### config.mk
export PLATFORM = sky130hd
export DESIGN_NAME = afe_tot_array
export DESIGN_NICKNAME = d
export VERILOG_FILES = /design/src/rtl/afe_tot_array.sv
export SDC_FILE = /design/constraint.sdc
export NUM_CORES = 1
export LEC_CHECK = 0
export CAP_MARGIN = 0
export CELL_PAD_IN_SITES_DETAIL_PLACEMENT = 0
export CELL_PAD_IN_SITES_GLOBAL_PLACEMENT = 1
export CORE_ASPECT_RATIO = 0.8
export CORE_MARGIN = 1
export CORE_UTILIZATION = 53
export CTS_CLUSTER_DIAMETER = 40
export DETAILED_ROUTE_END_ITERATION = 8
export PLACE_DENSITY_LB_ADDON = 0.1
export SYNTH_ARGS = -nofsm -noshare
export SYNTH_HDL_FRONTEND = slang
export SYNTH_SLANG_ARGS = --single-unit
### constraint.sdc
create_clock -name CLK -period 4.1 [get_ports CLK]
set_input_delay 0.41 -clock CLK [delete_from_list [all_inputs] [get_ports CLK]]
set_output_delay 0.41 -clock CLK [all_outputs]
set_load 0.02 [all_outputs]
### src/rtl/afe_tot_array.sv
// afe_tot_array: per-channel time-over-threshold counters with hit flags,
// snapshot readout and a small configuration register, all behind a mode-0 SPI.
module afe_tot_array #(
    parameter int N_CH   = 4,
    parameter int CNT_W  = 8,
    parameter int GPIO_W = 8
) (
    input  logic              CLK,
    input  logic              RST_B,
    input  logic              INJ_IN,
    input  logic [N_CH-1:0]   COMP,
    input  logic              CS_B,
    input  logic              SCLK,
    input  logic              MOSI,
    output logic              MISO,
    output logic [N_CH-1:0]   HIT,
    output logic              INJ_OUT,
    output logic [GPIO_W-1:0] GPIO,
    output logic              LED
);
    localparam int CFG_W  = N_CH + GPIO_W;
    localparam int SNAP_W = N_CH * (CNT_W + 2);
    localparam logic [CNT_W-1:0] CMAX = '1;

    typedef enum logic [1:0] {IDLE, WAIT, COUNT, DONE} state_t;

    logic [1:0]        inj_sy;
    logic [N_CH-1:0]   comp_m, comp_s;
    logic [2:0]        cs_sy, sclk_sy;
    logic [1:0]        mosi_sy;

    state_t            st [N_CH];
    state_t            st_nx [N_CH];
    logic [CNT_W-1:0]  cnt [N_CH];
    logic [CNT_W-1:0]  cnt_nx [N_CH];
    logic [CNT_W-1:0]  tot_lat [N_CH];
    logic [N_CH-1:0]   ovf, ovf_nx, hit_nx, done_ent, ovf_lat, valid, ch_en;

    logic [SNAP_W-1:0] tx_sr, snap;
    logic [CFG_W-1:0]  rx_sr;
    logic [7:0]        bcnt;
    logic [GPIO_W-1:0] gpio_reg;

    logic inj_s, cs_s, cs_d, cs_fall, cs_rise, sclk_rise, sclk_fall, mosi_s;

    always_ff @(posedge CLK or negedge RST_B) begin
        if (!RST_B) begin
            inj_sy  <= '0;
            comp_m  <= '0;
            comp_s  <= '0;
            cs_sy   <= '1;
            sclk_sy <= '0;
            mosi_sy <= '0;
        end else begin
            inj_sy  <= {inj_sy[0], INJ_IN};
            comp_m  <= COMP;
            comp_s  <= comp_m;
            cs_sy   <= {cs_sy[1:0], CS_B};
            sclk_sy <= {sclk_sy[1:0], SCLK};
            mosi_sy <= {mosi_sy[0], MOSI};
        end
    end

    assign inj_s     = inj_sy[1];
    assign cs_s      = cs_sy[1];
    assign cs_d      = cs_sy[2];
    assign cs_fall   = cs_d & ~cs_s;
    assign cs_rise   = ~cs_d & cs_s;
    assign sclk_rise = ~sclk_sy[2] & sclk_sy[1];
    assign sclk_fall = sclk_sy[2] & ~sclk_sy[1];
    assign mosi_s    = mosi_sy[1];

    // The WAIT->COUNT cycle already counts as one cycle of COMP high.
    always_comb begin
        for (int i = 0; i < N_CH; i++) begin
            st_nx[i]    = st[i];
            cnt_nx[i]   = cnt[i];
            ovf_nx[i]   = ovf[i];
            hit_nx[i]   = HIT[i];
            done_ent[i] = 1'b0;
            if (!inj_s) begin
                st_nx[i]  = IDLE;
                cnt_nx[i] = '0;
                ovf_nx[i] = 1'b0;
                hit_nx[i] = 1'b0;
            end else begin
                case (st[i])
                    IDLE:  st_nx[i] = ch_en[i] ? WAIT : IDLE;
                    WAIT:  if (comp_s[i]) begin
                               st_nx[i]  = COUNT;
                               hit_nx[i] = 1'b1;
                               cnt_nx[i] = CNT_W'(1);
                           end
                    COUNT: if (comp_s[i]) begin
                               cnt_nx[i] = (cnt[i] == CMAX) ? cnt[i] : cnt[i] + 1'b1;
                               ovf_nx[i] = ovf[i] | (cnt[i] == CMAX);
                           end else begin
                               st_nx[i]    = DONE;
                               done_ent[i] = 1'b1;
                           end
                    default: st_nx[i] = st[i];
                endcase
            end
        end
    end

    always_ff @(posedge CLK or negedge RST_B) begin
        if (!RST_B) begin
            for (int i = 0; i < N_CH; i++) begin
                st[i]      <= IDLE;
                cnt[i]     <= '0;
                tot_lat[i] <= '0;
            end
            ovf     <= '0;
            ovf_lat <= '0;
            valid   <= '0;
            HIT     <= '0;
        end else begin
            for (int i = 0; i < N_CH; i++) begin
                st[i]  <= st_nx[i];
                cnt[i] <= cnt_nx[i];
                if (done_ent[i]) begin
                    tot_lat[i] <= cnt[i];
                    ovf_lat[i] <= ovf[i];
                end
                valid[i] <= done_ent[i] | (valid[i] & ~cs_rise);
            end
            ovf <= ovf_nx;
            HIT <= hit_nx;
        end
    end

    always_comb begin
        snap = '0;
        for (int i = 0; i < N_CH; i++)
            snap[i*(CNT_W+2) +: CNT_W+2] = {valid[i], ovf_lat[i], tot_lat[i]};
    end

    always_ff @(posedge CLK or negedge RST_B) begin
        if (!RST_B) begin
            tx_sr    <= '0;
            rx_sr    <= '0;
            bcnt     <= '0;
            gpio_reg <= '0;
            ch_en    <= '1;
        end else begin
            if (cs_fall) begin
                tx_sr <= snap;
                bcnt  <= '0;
            end else if (!cs_d) begin
                if (sclk_fall)
                    tx_sr <= tx_sr << 1;
                if (sclk_rise) begin
                    rx_sr <= {rx_sr[CFG_W-2:0], mosi_s};
                    bcnt  <= (bcnt == 8'hFF) ? bcnt : bcnt + 8'd1;
                end
            end
            if (cs_rise && bcnt >= 8'(CFG_W))
                {ch_en, gpio_reg} <= rx_sr;
        end
    end

    assign MISO    = ~CS_B & ~cs_d & tx_sr[SNAP_W-1];
    assign INJ_OUT = INJ_IN;
    assign GPIO    = gpio_reg;
    assign LED     = |HIT;
endmodule

Word level (Yosys, flattened, before mapping)
Cells that the tools add are included.
{"block": "totals", "register_bits": 178, "wordCells": 228}
{"block": "op_classes", "addsub": 5, "order_cmp": 1, "eq_ne": 51, "muxes": 83, "n_bitwise": 25, "n_reduce_logical": 27}
{"op": "2-to-1 mux 8 bit", "count": 20}
{"op": "2-to-1 mux 40 bit", "count": 3}
{"op": "case mux 8 bit (2 select lines)", "count": 4}
{"op": "!= test 3 bit (second input constant)", "count": 16}
{"op": "adder 8 x 1 -> 8 bit (second input constant)", "count": 5}
{"op": "== test 8 bit (second input constant)", "count": 5}
{"op": "2-to-1 mux 1 bit", "count": 40}
{"op": "!= test 2 x 1 -> 1 bit (second input constant)", "count": 13}
{"op": "2-to-1 mux 2 bit", "count": 12}
{"op": "case mux 2 bit (3 select lines)", "count": 4}
{"op": "AND reduction 2 bit", "count": 9}
{"op": "AND reduction 3 bit", "count": 6}
{"op": "!= test 4 x 1 -> 1 bit (second input constant)", "count": 4}
{"op": "AND reduction 4 bit", "count": 4}
{"op": "!= test 3 x 1 -> 1 bit (second input constant)", "count": 4}
{"op": "AND 1 bit", "count": 10}
{"op": "== test 2 x 1 -> 1 bit (second input constant)", "count": 4}
{"op": "== test 2 bit (second input constant)", "count": 4}
{"op": "greater-or-equal comparator 8 x 4 -> 1 bit (second input constant)", "count": 1}
{"op": "logical NOT 2 bit", "count": 4}
{"op": "OR 1 bit", "count": 8}
{"op": "inverter 1 bit", "count": 7}
{"op": "nonzero test 2 bit", "count": 2}
{"op": "OR reduction 4 bit", "count": 1}
{"op": "other kinds (2)", "count": 2}

Longest topological paths before layout
{"block": "logic_depth", "word_depth": 5, "ltp_mapped": 9, "depth_no_buf": 6}

Least setup slack after synthesis
OpenSTA, ideal clock, no wires.
{"block": "synth_path", "kind": "flip-flop to flip-flop", "start": "register st[2] (netlist name)", "end": "register cnt[8] (netlist name)", "t_arrival_ns": 1.863, "setup_slack_ns": 2.112, "path_stages_with_launch": 9, "path_buffers": 2, "period_less_slack_ns": 1.988, "path_cell_list": "dfrtp_1 inv_1 ha_1 buf_2 nand2_2 or4_1 buf_2 nand2_1 mux2_2"}
{"block": "synth_via", "elab_chain_len": 3, "word_cells_on_any_way": 9}
{"element": "start, declared", "line": "32", "text": "state_t st [N_CH];"}
{"element": "start signal, assigned by index", "line": "120", "text": "st[i] <= st_nx[i];"}
{"element": "== test 2 bit or == test 2 x 1 -> 1 bit (tied branches)", "line": "87", "text": "case (st[i])"}
{"element": "!= test 3 x 1 -> 1 bit (no source line), or another cell as far along"}
{"element": "AND reduction 4 bit (no source line) or 2-to-1 mux 8 bit (tied branches)"}
{"element": "end signal, assigned by index", "line": "121", "text": "cnt[i] <= cnt_nx[i];"}
{"element": "end, declared", "line": "34", "text": "logic [CNT_W-1:0] cnt [N_CH];"}
Parallel ways exist; a longest one is shown, timed or not.
A chain may end at the register's enable or synchronous reset.

Final worst setup path
{"block": "layout_path", "start": "register HIT[1]", "end": "output LED"}
{"block": "layout_via", "elab_chain_len": 1}
{"element": "start, declared", "line": "16", "text": "output logic [N_CH-1:0] HIT,"}
{"element": "start signal, assigned", "line": "129", "text": "HIT <= hit_nx;"}
{"element": "OR reduction 4 bit", "line": "166", "text": "assign LED = |HIT;"}
{"element": "end, declared", "line": "19", "text": "output logic LED"}
Every way passes these cells.

==> results.toml <==
[synth]
synth_cells = 742
synth.avg_cell_area_sq_um = 10.8
async_flop_share_pct = 100
yosys_warnings = 0
yosysTopAreaCell = "dfrtp_1"
synth.area.top_cells = "dfrtp_1 (53%), mux2_2 (6.9%), mux2i_1 (6.0%)"
synth_enable_flop_cells = 0
synth-seq-area-share_pct = 55.6
ys_types = 56
ys_ff_latch = 178
ys.flop_type = "dfrtp_1"
synth_top_cell_area_share_pct = 53.4
syn_area_sq_um = 8020
syn_nets = 770

[final_layout]
final_area_sq_um = 8960
fillers = 1199
final_nets = 779
drive_above_1_share_pct = 13.7
syn_to_final_growth_pct = 11.7
mostFrequentLayoutCell = "dfrtp_1"
diodes = 0
final_cell_mix = "dfrtp_1 (171), nand2_1 (124), o21ai_0 (78), mux2_2 (49), mux2i_1 (48)"

[route]
wirelength_microns = 15300
firstDrtPassIters = 4
viasPerCell = 5.73
drt_first_iter_violations = 331
drc = 0
num_vias = 5431
wl_per_cell_microns = 16.1
drtAntennaViolNets = 0

[worst_setup_path]
crit_path_max_fanout = 3
r2r_setup_slack_ns = 1.87
cp-start-kind = "register"
reg2reg_from = "st[2]"
cp-endpoint = "LED"
cp.arrival_ns = 1.99
cp.required_ns = 3.69
crit_path_end_kind = "output pin"
critPathKind = "reg2out"
r2r_end = "cnt[8]"
worstSetupStartpoint = "HIT[1]"
rr_worst_depth = 6

[power_and_ir_drop]
p_per_area_nw_per_um2 = 396
power_leakage_nw = 4.02
vdd_drop_max_v = 0.000307

[clock_network]
tritoncts = "done"
cts.clk_slew.worst_paths_ns = 0.06
cts_max_level = 4
cts-hold-fix-buffers = 0
post_cts_resize_count = 0
cts_buffers = 17
clock-root-buffer = "clkbuf_16"
insertion_delay_ns = 0.43
cts_sinks = 178
cts_buffer_depth = 2
post_cts_buffers = 0

[placed_design]
dp_hpwl_microns = 9960
routabilityCongestion = 0.841
place_area_sq_um = 8380
place.port_buffers = 24

[floorplanning]
core-area_sq_um = 14500
io_pins = 25
rows = 39
start_util_pct = 55.2
dieArea_sq_um = 15600
die_h_microns = 112
die_w_microns = 140

[run_status]
status = "completed"

[timing]
relSlewSlack_pct = 43.0
setup_viol = 0
finalHoldViolCount = 0
rsz0062_at_grt = "false"
maxSlewViolCount = 0
max_slew.worst_pin.slew_ns = 0.855
fin_tns_setup_ns = 0
finalCriticalPeriod_ns = 2.40
fmax_mhz = 416
post-route-period-util_pct = 58.7
finalClockSkew_ns = 0.00856

[grt]
grt_pass1_wl_microns = 26300
grtUsageTotal_pct = 21.5
grt_overflow = 0
grt_pass1_vias = 5342
antenna_found_initial = 0
grt_max_degree = 92

[min_path]
min_path_type = "in2async"

[flow_run]
drv_cap = 0
[cell families after synthesis]
| family | Yosys count | synth area share [%] |
|---|---|---|
| multiplexers | 97 | 12.9 |
| AND/OR/NAND/NOR | 233 | 13.3 |
| AO/OA/AOI/OAI | 150 | 11.6 |
| buffers and inverters | 62 | 3.37 |
| flip-flops | 178 | 55.6 |
| adder cells (fa/ha/maj) | 18 | 2.81 |
| XOR/XNOR | 4 | 0.437 |
[where the power goes]
part / internal (W) / switching (W) / total (W)
registers: 0.00179 / 0.0000320 / 0.00182
clock network: 0.000914 / 0.000678 / 0.00159
logic: 0.0000401 / 0.0000940 / 0.000134
total: 0.00274 / 0.000804 / 0.00355
[cell usage after synthesis, types with 5 or more instances]
master,n
nor3_1,8
mux2_2,49
o21a_1,7
nand2_1,124
ha_1,18
buf_2,15
o21ai_0,78
inv_1,21
clkbuf_1,21
dfstp_2,7
nand3_1,32
or4_1,5
nand4_1,8
nor2_1,26
a21oi_1,24
dfrtp_1,171
mux2i_1,48
nor3b_1,5
and4_1,6
[worst min path at each step]
| stage | startpoint | endpoint | slack, ns | cells past startpoint |
|---|---|---|---|---|
| after floorplan | RST_B | GPIO[0] | 0.11 | 0 |
| after global placement | comp_m[2] | comp_s[2] | 0.33 | 0 |
| after detailed placement | comp_m[2] | comp_s[2] | 0.34 | 0 |
| after CTS | RST_B | cnt[5] | 0.08 | 1 |
| after global routing | RST_B | cnt[5] | 0.12 | 1 |
| final | RST_B | cnt[5] | 0.03 | 1 |
[cell type report]
type | instances | area [sq um] | share of cell area, %
Sequential cell | 178 | 4460 | 49.8
Clock inverter | 12 | 133 | 1.48
Tap cell | 184 | 230 | 2.57
Multi-Input combinational cell | 502 | 3300 | 36.9
Timing Repair Buffer | 31 | 307 | 3.42
Inverter | 21 | 78.8 | 0.880
Clock buffer | 20 | 447 | 4.99
[stage by stage]
step	setup WS [ns]	cells	hold WS (ns)	total power, W	utilization, %
6_report	1.70	948	0.0322	0.00355	61.6
5_1_grt	1.65	948	0.119	0.00368	61.6
4_1_cts	1.65	948	0.0768	0.00359	61.6
3_5_place_dp	1.90	916	0.336	0.00199	57.6
3_3_place_gp	1.97	916	0.333	0.00199	57.6
2_1_floorplan	2.11	742	0.114	0.00192	-
[flip-flops by register name, indices dropped and copies added, names as in the netlist, 4 cells and up]
signal and count:
comp_s 4, rx_sr 12, GPIO 8, cnt 32, st 8, comp_m 4, HIT 4, ovf 4
ch_en 4, tx_sr 40, ovf_lat 4, bcnt 8, valid 4, snap 32
[worst max-delay path: stages, from the launching register on]
cell and delay, ns:
dfrtp_1 0.44, or4_1 0.57, clkdlybuf4s50_1 0.56
[metal layers]
metal	vias up	global-route usage [%]	part of all wire, %
met5	-	0	0
met4	0	7.03	1.4
met3	20	5.08	3.5
met2	74	33.1	45
met1	2692	30.2	50
li1	2645	-	-
Note: power is estimated with default switching activity, not from simulation.
